## config.mk

```make
export PLATFORM = sky130hd
export DESIGN_NAME = interrupt_ack_sequencer
export DESIGN_NICKNAME = d
export VERILOG_FILES = /design/src/rtl/interrupt_ack_sequencer.sv
export SDC_FILE = /design/constraint.sdc
export NUM_CORES = 1
export LEC_CHECK = 0
export ABC_AREA = 1
export ABC_CLOCK_PERIOD_IN_PS = 3850
export BUFFER_PORTS_ARGS = -buffer_cell sky130_fd_sc_hd__buf_2
export CELL_PAD_IN_SITES_DETAIL_PLACEMENT = 0
export CELL_PAD_IN_SITES_GLOBAL_PLACEMENT = 1
export CORE_ASPECT_RATIO = 1.5
export CORE_MARGIN = 2
export CORE_UTILIZATION = 38
export CTS_CLUSTER_DIAMETER = 200
export CTS_CLUSTER_SIZE = 12
export DETAILED_ROUTE_END_ITERATION = 6
export PLACE_DENSITY_LB_ADDON = 0.08
export SLEW_MARGIN = 10
export SYNTH_ARGS = -nofsm -noshare
export SYNTH_HDL_FRONTEND = slang
export SYNTH_SLANG_ARGS = --single-unit
```

## constraint.sdc

```tcl
create_clock -name clk -period 3.85 [get_ports clk]
set_input_delay 0.1925 -clock clk [delete_from_list [all_inputs] [get_ports clk]]
set_output_delay 0.1925 -clock clk [all_outputs]
set_load 0.01 [all_outputs]
```

## src/rtl/interrupt_ack_sequencer.sv

```systemverilog
// Interrupt acknowledge sequencer: priority resolve, two-pulse INTA handshake, vector
// presentation and EOI decode driving a single-level in-service register.
module interrupt_ack_sequencer #(
  parameter int unsigned NUM_IR         = 8,
  parameter int unsigned SPURIOUS_LEVEL = 7,
  localparam int unsigned LVL_W         = $clog2(NUM_IR)
) (
  input  logic                clk,
  input  logic                rst_n,
  input  logic [NUM_IR-1:0]   interrupt_request,
  input  logic [NUM_IR-1:0]   interrupt_mask,
  input  logic                inta_n,
  input  logic                eoi_valid,
  input  logic                eoi_specific,
  input  logic [LVL_W-1:0]    eoi_level,
  input  logic                auto_eoi,
  input  logic                rotate_on_eoi,
  input  logic [7-LVL_W:0]    vector_base,
  output logic                int_out,
  output logic [NUM_IR-1:0]   interrupt,
  output logic                latch_in_service,
  output logic [NUM_IR-1:0]   end_of_interrupt,
  output logic [7:0]          data_out,
  output logic                data_out_en
);

  typedef enum logic [2:0] {StIdle, StReq, StAck1, StAck2, StVec, StService} state_e;

  state_e             state_q, state_d;
  logic               inta_q;
  logic [LVL_W-1:0]   prio_base_q, prio_base_d;
  logic [LVL_W-1:0]   sel_level_q, sel_level_d;
  logic               spurious_q, spurious_d;
  logic               eoi_q, eoi_d;

  logic [NUM_IR-1:0]  req_active;
  logic               any_req;
  logic               inta_fall, inta_rise;
  logic [LVL_W-1:0]   base_eff;
  logic [LVL_W-1:0]   winner;
  logic               found;
  logic               eoi_take;
  logic               in_service;
  logic [NUM_IR-1:0]  sel_onehot;

  assign req_active = interrupt_request & ~interrupt_mask;
  assign any_req    = |req_active;
  assign inta_fall  = inta_q & ~inta_n;
  assign inta_rise  = ~inta_q & inta_n;
  assign base_eff   = rotate_on_eoi ? prio_base_q : '0;

  // Scan upward from the current priority base, wrapping past the top level.
  always_comb begin
    int unsigned idx;
    winner = '0;
    found  = 1'b0;
    for (int unsigned i = 0; i < NUM_IR; i++) begin
      idx = 32'(base_eff) + i;
      if (idx >= NUM_IR) idx = idx - NUM_IR;
      if (!found && req_active[LVL_W'(idx)]) begin
        found  = 1'b1;
        winner = LVL_W'(idx);
      end
    end
  end

  always_ff @(posedge clk or negedge rst_n) begin
    if (!rst_n) begin
      state_q     <= StIdle;
      inta_q      <= 1'b1;
      prio_base_q <= '0;
      sel_level_q <= '0;
      spurious_q  <= 1'b0;
      eoi_q       <= 1'b0;
    end else begin
      state_q     <= state_d;
      inta_q      <= inta_n;
      prio_base_q <= prio_base_d;
      sel_level_q <= sel_level_d;
      spurious_q  <= spurious_d;
      eoi_q       <= eoi_d;
    end
  end

  always_comb begin
    state_d     = state_q;
    sel_level_d = sel_level_q;
    spurious_d  = spurious_q;
    eoi_take    = 1'b0;
    unique case (state_q)
      StIdle: begin
        if (inta_fall) begin
          state_d     = StAck1;
          sel_level_d = LVL_W'(SPURIOUS_LEVEL);
          spurious_d  = 1'b1;
        end else if (any_req) begin
          state_d = StReq;
        end
      end
      StReq: begin
        if (inta_fall) begin
          state_d     = StAck1;
          sel_level_d = any_req ? winner : LVL_W'(SPURIOUS_LEVEL);
          spurious_d  = ~any_req;
        end else if (!any_req) begin
          state_d = StIdle;
        end
      end
      StAck1: if (inta_rise) state_d = StAck2;
      StAck2: if (inta_fall) state_d = StVec;
      StVec: begin
        if (inta_rise) begin
          if (spurious_q) begin
            state_d = StIdle;
          end else if (auto_eoi) begin
            state_d  = StIdle;
            eoi_take = 1'b1;
          end else begin
            state_d = StService;
          end
        end
      end
      StService: begin
        if (eoi_valid && (!eoi_specific || eoi_level == sel_level_q)) begin
          state_d  = StIdle;
          eoi_take = 1'b1;
        end
      end
      default: state_d = StIdle;
    endcase

    eoi_d = eoi_take;
    if (!rotate_on_eoi) begin
      prio_base_d = '0;
    end else if (eoi_take) begin
      prio_base_d = (sel_level_q == LVL_W'(NUM_IR - 1)) ? '0 : sel_level_q + 1'b1;
    end else begin
      prio_base_d = prio_base_q;
    end
  end

  always_comb begin
    sel_onehot       = {{(NUM_IR-1){1'b0}}, 1'b1} << sel_level_q;
    in_service       = !spurious_q && (state_q == StAck1 || state_q == StAck2 ||
                                       state_q == StVec  || state_q == StService);
    int_out          = (state_q == StReq);
    interrupt        = in_service ? sel_onehot : '0;
    latch_in_service = in_service;
    end_of_interrupt = eoi_q ? sel_onehot : '0;
    data_out_en      = (state_q == StVec);
    data_out         = data_out_en ? {vector_base, sel_level_q} : 8'h00;
  end

endmodule
```

-- Word-level counts from Yosys, hierarchy flattened
Index checks and enable logic that the tools add are counted.
- multiplexer cells: 69
- shifts and indexed selects: 1
- add/subtract/negate cells: 16
- bitwise logic cells: 7
- reductions and logical operators: 27
- magnitude comparators: 16
- eq/ne operators: 16
- operators with widths (operator ; number):
    $mux 3 ; 33
    $lt 3x4->1 const B ; 8
    $ge 4x4->1 const B ; 7
    $bmux 1 s3 ; 8
    $mux 8 ; 3
    $sub 3x1->3 const B ; 8
    $mux 1 ; 21
    $pmux 3 s6 ; 1
    $add 3x3->4 const B ; 4
    $eq 3x3->1 const B ; 3
    $logic_and 1x1->1 ; 9
    $logic_not 1->1 ; 9
    $add 3x2->4 const B ; 2
    $and 8x8->8 ; 1
    $ne 2x2->1 const B ; 4
    $not 8->8 ; 1
    $reduce_or 8->1 ; 1
    $shl 1x3->8 const A ; 1
    $eq 3x2->1 const B ; 2
    $ne 2x1->1 const B ; 3
    $pmux 3 s2 ; 1
    $reduce_and 6->1 ; 1
    $add 3x1->4 const B ; 1
    $ge 3x4->1 const B ; 1
    12 further kinds ; 19
- logic and storage cells: 158
- register bits: 12
- output and inout port bits: 27
- input bits: 31

-- Depth between registers and ports, before layout
Gate-level depths: netlist of the first run.
- depth after elaboration: 30
- mapped depth: 19
- gate-level depth less buffers: 17

-- Worst setup path after synthesis of the first run
No wires, ideal clock.
- path kind: reg-to-reg
- start point: reg prio_base_q[1]
- end point: reg sel_level_q[2]
- data required time: 3.779 ns
- cell stages (with the launch flop): 16
- path buffers: 1
- arrival: 2.020 ns
- period minus slack after synthesis: 2.091 ns
- slack: 1.759 ns
- setup time: 0.071 ns
- path through: dfrtp_1 -> nand2_2 -> buf_2 -> ha_1 -> inv_1 -> nand3_2 -> nand3_2 -> nand2_4 -> nand2_4 -> nor2_8 -> nand2_4 -> nor2_4 -> nand3_1 -> o21ai_1 -> nor2_1 -> nor2_1
- word-level cells in the longest chain between the ends: 30
- elaborated cells on any way between the ends: 80
- classes of those cells: add/sub: 15; order compare: 8; mux: 43; reduce/logical: 14
- RTL lines (what ; line ; RTL):
    start, declared ; 31 ; logic [LVL_W-1:0] prio_base_q, prio_base_d;
    start signal, assigned ; 78 ; prio_base_q <= prio_base_d;
    $mux 3 * ; 50 ; assign base_eff = rotate_on_eoi ? prio_base_q : '0;
    parallel branches: the longest is 25 deep, another holds $add 3x1->4 ; -- ;
    $mux 3 * ; 60 ; if (!found && req_active[LVL_W'(idx)]) begin
    $mux 3 * ; 103 ; sel_level_d = any_req ? winner : LVL_W'(SPURIOUS_LEVEL);
    $mux 3 * ; 101 ; if (inta_fall) begin
    $pmux 3 s2 * ; 90 ; unique case (state_q)
    end signal, assigned ; 79 ; sel_level_q <= sel_level_d;
    end, declared ; 32 ; logic [LVL_W-1:0] sel_level_q, sel_level_d;
Mark *: on every way between the ends. The select of a mux whose other input is x is not followed.
A chain may end at the register's enable or synchronous reset.

-- Worst setup path after layout of the first run
- start point: reg prio_base_q[1]
- end point: reg sel_level_q[0]
Same word-level chain as after synthesis.

==> results of run 1 <==
worst max path at each step:
stage / endpoint / cells after the start
3_5_place_dp: sel_level_q[0]$_DFFE_PN0P_ / 13
2_1_floorplan: sel_level_q[2]$_DFFE_PN0P_ / 15
6_report: sel_level_q[0]$_DFFE_PN0P_ / 12
4_1_cts: sel_level_q[0]$_DFFE_PN0P_ / 12
3_3_place_gp: sel_level_q[0]$_DFFE_PN0P_ / 12
5_1_grt: sel_level_q[1]$_DFFE_PN0P_ / 12
worst register-to-register path, stage by stage (launching register included):
cell     delay (ns)
dfrtp_1        0.44
nand2_2        0.22
ha_1           0.47
inv_1          0.12
nand3_2        0.12
nand3_2        0.10
nand2_4        0.10
nand3_1        0.10
nor2_2         0.16
nand4_1        0.16
nand3_1        0.14
nand2_1        0.06
a21oi_1        0.11
cells in the final DEF, fill, tap and decap left out, drive strengths merged, types with 4 or more instances in the layout:
master	Yosys	final
inv	53	53
clkbuf	2	4
a21oi	6	6
nand2	91	91
ha	7	7
nor2	39	39
dfrtp	11	11
nand4	11	11
nand3	43	43
xor2	4	4
nor3	19	19
o21ai	13	13
buf	4	57
layout make-up:
class | instances | area, um2 | share of cell area [%]
clock buffers | 4 | 45.0 | 2.01
inverters | 54 | 205 | 9.15
multi-input cells | 239 | 1310 | 58.6
flip-flops and latches | 12 | 302 | 13.4
well taps | 66 | 82.6 | 3.68
repair buffers | 58 | 295 | 13.2
sequential cells by signal, summed over array words and instances (netlist names):
signal / cells
inta_q: 1
sel_level_q: 3
state_q: 3
spurious_q: 1
prio_base_q: 3
eoi_q: 1
cells by family after synthesis:
group | synth area share (%)
compound gates | 6.88
xor+xnor | 1.87
fa+ha+maj | 4.68
simple gates | 56.8
flops | 16.1
buf+inv | 13.7
power breakdown:
group | internal [W] | switching, W
logic | 0.000195 | 0.000359
clock network | 0.0000731 | 0.0000472
registers | 0.000167 | 0.0000563
per-layer routing:
metal	vias to the layer above	share of wire, %
met5	-	0
met4	0	3.0
met3	11	3.4
met2	63	56
met1	932	37
li1	1108	-
repair_timing:
action                    in CTS  in global routing
hold buffers                   1                  0
hold endpoints to repair      11                  0
buffers inserted               0                  0
through the flow:
step	worst slack (ns)	total power, W	hold WS [ns]
finish	1.49	0.000898	0.0597
floorplan	1.76	0.000616	-0.103
global placement	1.48	0.000780	0.0871
CTS	1.47	0.000905	0.0586
detailed placement	1.48	0.000779	0.0928
global route	1.23	0.000998	0.0624
==> run summary, run 1 <==
Vias in the first global route: 2,047
Worst r2r path cells: 12
Post-Layout Cell Count: 433
Worst-Skew Late Latency: 0.24 ns
Clk sinks: 12
IO Count: 58
Largest net degree at the start of global routing: 15
EDFF count, synth: 0
#FFs+latches synth: 12
Crit share post-route: 61.3%
Tmin final: 2.36 ns
Final Max Tran Viols: 0
Post-Layout Inst Area: 2240 um2
DRC: 0
Setup TNS: 0 ns
FF-to-FF setup slack: 1.49 ns
WL/cell: 12.7 um
GRT met2 Usage: 42.6%
Post-synth cell types: 33
Max incr delay on CP: 0.47 ns
Buf/Inv on CP: 1
Vias/cell: 4.88
Critical path class: reg2reg
Num rows: 31
Max Buffers Root-to-Sink: 2
Fillers: 544
Initial antenna violation count: 0
Starting density of the core: 39.2%
Cells after synthesis: 311
Syn Std Cell Area: 1870 um2
CP Cell Sequence: nand2_2 -> ha_1 -> inv_1 -> nand3_2 -> nand3_2 -> nand2_4 -> nand3_1 -> nor2_2 -> nand4_1 -> nand3_1 -> nand2_1 -> a21oi_1
Leak pwr: 1.30 nW
Status: finished clean
1st-pass router iterations: 6
Final Setup Violations: 0
Vias: 2,114
HP Class: in2reg
Worst-margin pin slew: 0.556 ns
Ys flop type: dfrtp_1
Die footprint: 5510 um2
GR Overflow Total: 0
First-pass GRT wire length: 8940 um
Met3 usage: 0.576%
Most Crowded Layer GR: met2
RSZ-0062 raised after global routing: no
Most frequent cells after synthesis: 70 x nand2_1, 49 x inv_1, 36 x nor2_1, 33 x nand3_1, 19 x nor3_1
PwrDens: 400 nW/um2
Die Ht: 90.0 um
Synth warnings: 0
Gr usage total: 21.1%
DIE WIDTH: 61.3 um
Relative slew slack: 62.7%
Layout area overhead: 19.9%
Clock skew: 0.00109 ns
Layout cells sized above 1: 27.8%
Final Hold Fails: 0
Hold Path Cell Cnt: 1
Inserted Clock Buffers: 3
Layout Nets: 406
Worst reg2reg startpoint: prio_base_q[1]$_DFFE_PN0P_
Synthesized net count: 349
Final ANT Viol Nets: 0
Final core occ: 47.0%
Core ar.: 4770 um2
H-tree depth: 1
Post-synth top area cell: dfrtp_1
Fmax: 424 MHz
Dpl hpwl: 4730 um
Syn Area/Cell: 6.02 um2
Cell Count Post-Placement: 428
CTS tree: done
CP Capture Type: flop
Most common cell in the netlist: nand2_1
Root Buffer: clkbuf_8
Antenna cells: 0
Clock slew at reported path FFs: 0.05 ns
Startpoint Class: flop
Critical path launch point: prio_base_q[1]$_DFFE_PN0P_
Largest delay share family, worst path: simple AND/OR/NAND/NOR gates
Wirelength, routed: 5500 um
Hold EP: inta_q$_DFF_PN1_
Maximum VDD drop: 0.000115 V
Post-CTS sizing: 0
Critical Path Fanout Max: 13
1st-iter DRT viols: 74
Worst reg2reg path endpoint: sel_level_q[0]$_DFFE_PN0P_
Sequential area share after synthesis: 16.1%
Crit-path slowest cell: ha_1
Port Buf Inserts: 57
Area share of the largest cell type after synthesis: 14.7%
Arr. time, crit path: 2.53 ns
Max_cap viols: 0
Ys async rst share: 100%
RD Place Congestion: 0.894
Area contributors post-synth: dfrtp_1 15%, nand2_1 14%, inv_1 9.8%
CP required: 4.02 ns
Min-delay src: inta_n
DP Area: 2190 um2
Met1 GRT Util: 19.9%
(Power assumes the default switching activity.)
==> inputs of run 2 (changes only) <==
- ABC_AREA: 1 -> 0
- ABC_CLOCK_PERIOD_IN_PS: 3850 -> 2100
- CORE_UTILIZATION: 38 -> 34
- clock period: 3.85 -> 2.1 ns (I/O delays scaled with it)
==> run summary, run 2 <==
RD Place Congestion: 0.880 (-1.6%)
HP Class: in2reg
Met3 usage: 0.581% (+0.0059 points)
CP Capture Type: flop
Core ar.: 5530 um2 (+16%)
PwrDens: 573 nW/um2 (+43%)
Synth warnings: 0 (unchanged)
Most common cell in the netlist: nor2_1
First-pass GRT wire length: 10,400 um (+17%)
Met1 GRT Util: 20.1% (+0.13 points)
Die footprint: 6410 um2 (+16%)
Dpl hpwl: 5680 um (+20%)
1st-pass router iterations: 4 (-2)
Area contributors post-synth: dfrtp_1 14%, mux4_2 6.9%, mux2i_1 6.6%
Critical path class: reg2reg
WL/cell: 15.7 um (+24%)
Max_cap viols: 0 (unchanged)
Ys flop type: dfrtp_1
Worst-Skew Late Latency: 0.24 ns (about the same)
#FFs+latches synth: 12 (unchanged)
Initial antenna violation count: 0 (unchanged)
Ys async rst share: 100% (unchanged)
Final worst slack: -0.286 ns (-1.78 ns)
Die Ht: 97.0 um (+7.9%)
Tmin final: 2.39 ns (+0.0254 ns)
IO Count: 58 (unchanged)
Worst-margin pin slew: 0.449 ns (-0.107 ns)
DIE WIDTH: 66.0 um (+7.7%)
Area share of the largest cell type after synthesis: 14.0% (-0.68 points)
Fillers: 538 (-1.1%)
Vias: 2,303 (+8.9%)
Largest regs: prio_base_q x3, sel_level_q x3, state_q x3
Port Buf Inserts: 57 (unchanged)
Vias/cell: 5.42 (+11%)
Final ANT Viol Nets: 0 (unchanged)
DRC: 0 (unchanged)
Crit share post-route: 114% (+52 points)
Final core occ: 53.7% (+6.7 points)
Root Buffer: clkbuf_8
Fmax: 419 MHz (-1.1%)
Layout area overhead: 51.4%
Relative slew slack: 69.2% (+6.6 points)
Sequential area share after synthesis: 15.4% (-0.74 points)
Antenna cells: 0 (unchanged)
Post-synth cell types: 61 (+85%)
Maximum VDD drop: 0.000215 V (+87%)
Final Max Tran Viols: 0 (unchanged)
CTS tree: done
CP required: 2.22 ns (-1.80 ns)
Inserted Clock Buffers: 3 (unchanged)
GR Overflow Total: 0 (unchanged)
Post-synth top area cell: dfrtp_1
Gr usage total: 21.1% (about the same)
Final Hold Fails: 0 (unchanged)
Failing checks: setup timing
Starting density of the core: 35.5% (-3.8 points)
Critical path launch point: prio_base_q[0]$_DFFE_PN0P_
Critical Path Fanout Max: 7 (-6)
Synthesized net count: 278 (-20%)
Syn Std Cell Area: 1960 um2 (+4.8%)
GRT met2 Usage: 41.1% (-1.5 points)
Clock skew: 0.000931 ns (-0.000158 ns)
Max Buffers Root-to-Sink: 2 (unchanged)
1st-iter DRT viols: 59 (-20%)
Commonest cells after routing, fill and taps aside: 63 x buf_4, 57 x buf_2, 19 x nor2_1, 14 x nand2_1, 14 x and2_1
RSZ-0062 raised after global routing: yes
Arr. time, crit path: 2.50 ns (-0.03 ns)
Syn Area/Cell: 8.17 um2 (+36%)
Most Crowded Layer GR: met2
Largest net degree at the start of global routing: 13 (-2)
EDFF count, synth: 0 (unchanged)
Status: complete, but fails checks
Final Setup Violations: 3 (+3)
Layout Nets: 394 (-3.0%)
Num rows: 33 (+6.5%)
Commonest non-fill, non-tap cell in the layout: buf_4
Clock slew at reported path FFs: 0.05 ns (about the same)
Leak pwr: 1.41 nW (+8.1%)
Post-route total power: 0.00170 W (+89%)
Layout cells sized above 1: 47.6% (+20 points)
Most frequent cells after synthesis: 20 x nor2_1, 16 x and2_1, 14 x nand2_1, 13 x mux2i_1, 12 x nor2b_1
Startpoint Class: flop
Setup WS pre-CTS: -0.345 ns (-1.82 ns)
Wirelength, routed: 6690 um (+22%)
H-tree depth: 1 (unchanged)
Vias in the first global route: 2,264 (+11%)
Worst reg2reg startpoint: prio_base_q[0]$_DFFE_PN0P_
Min-delay src: auto_eoi
Clk sinks: 12 (unchanged)
Cells after synthesis: 240 (-23%)
[run 2: report_power, final]
part           internal, W  leakage [nW]  total [W]  switching [W]
clock network     0.000166        0.0288   0.000251      0.0000849
logic             0.000505          1.24    0.00108       0.000579
registers         0.000299         0.141   0.000366      0.0000678
total             0.000969          1.41    0.00170       0.000731
[run 2: area by class of cell]
class	count	area, um2	share of cell area [%]
well taps	70	87.6	2.95
repair buffers	124	801	27.0
multi-input cells	203	1670	56.3
flip-flops and latches	12	304	10.2
inverters	12	50.0	1.68
clock buffers	4	55.1	1.85
[run 2: through the flow]
step | setup TNS [ns] | instances | instance area (um2) | hold WS, ns
after floorplan | -0.850 | 240 | 2000 | -0.191
after global placement | -0.783 | 413 | 2730 | -0.00234
after detailed placement | -0.886 | 413 | 2730 | -0.000920
after CTS | -0.786 | 422 | 2890 | 0.275
after global routing | -1.21 | 425 | 2970 | 0.295
final | -0.783 | 425 | 2970 | 0.274
[run 2: path summary, 6_finish.rpt]
| kind | depth (start not counted) | slack [ns] | to |
|---|---|---|---|
| min | 4 | 0.27 | state_q[0]$_DFFE_PN0P_ |
| max reg2reg | 9 | -0.29 | sel_level_q[1]$_DFFE_PN0P_ |
| min reg2reg | 2 | 0.58 | spurious_q$_DFFE_PN0P_ |
| max in group asynchronous | 2 | 1.55 | inta_q$_DFF_PN1_ |
| max | 9 | -0.29 | sel_level_q[1]$_DFFE_PN0P_ |
| min in group asynchronous | 2 | 0.28 | eoi_q$_DFF_PN0_ |
[run 2: worst max-delay path, stage by stage, from the launching register on]
cell and delay, ns:
dfrtp_2 0.43, buf_4 0.17, and4b_1 0.21, a21o_1 0.19
mux4_2 0.53, buf_6 0.15, a22oi_1 0.16, nor3_1 0.08
o41ai_2 0.23, a21oi_1 0.11
[run 2: metal layers]
layer	vias up	part of all wire, %
li1	1133	-
met1	1058	35
met2	86	54
met3	26	4.3
met4	0	6.6
met5	-	0
[run 2: repair_timing]
| action | CTS | global route |
|---|---|---|
| endpoints found under the hold margin | 13 | 0 |
| setup endpoints to repair | 3 | 10 |
| setup buffers | 3 | 3 |
| hold buffers | 2 | 0 |
| gates resized for setup | 15 | 15 |
| pin swaps | 9 | 9 |
[run 2: logic make-up after synthesis]
| logic type | synth area share [%] |
|---|---|
| AOI/OAI and AO/OA | 23.9 |
| muxes | 18.1 |
| xor gates and xnor gates | 2.68 |
| and+or+nand+nor | 29.0 |
| buffers and inverters | 5.99 |
| adders and majority gates | 4.97 |
| DFF | 15.4 |
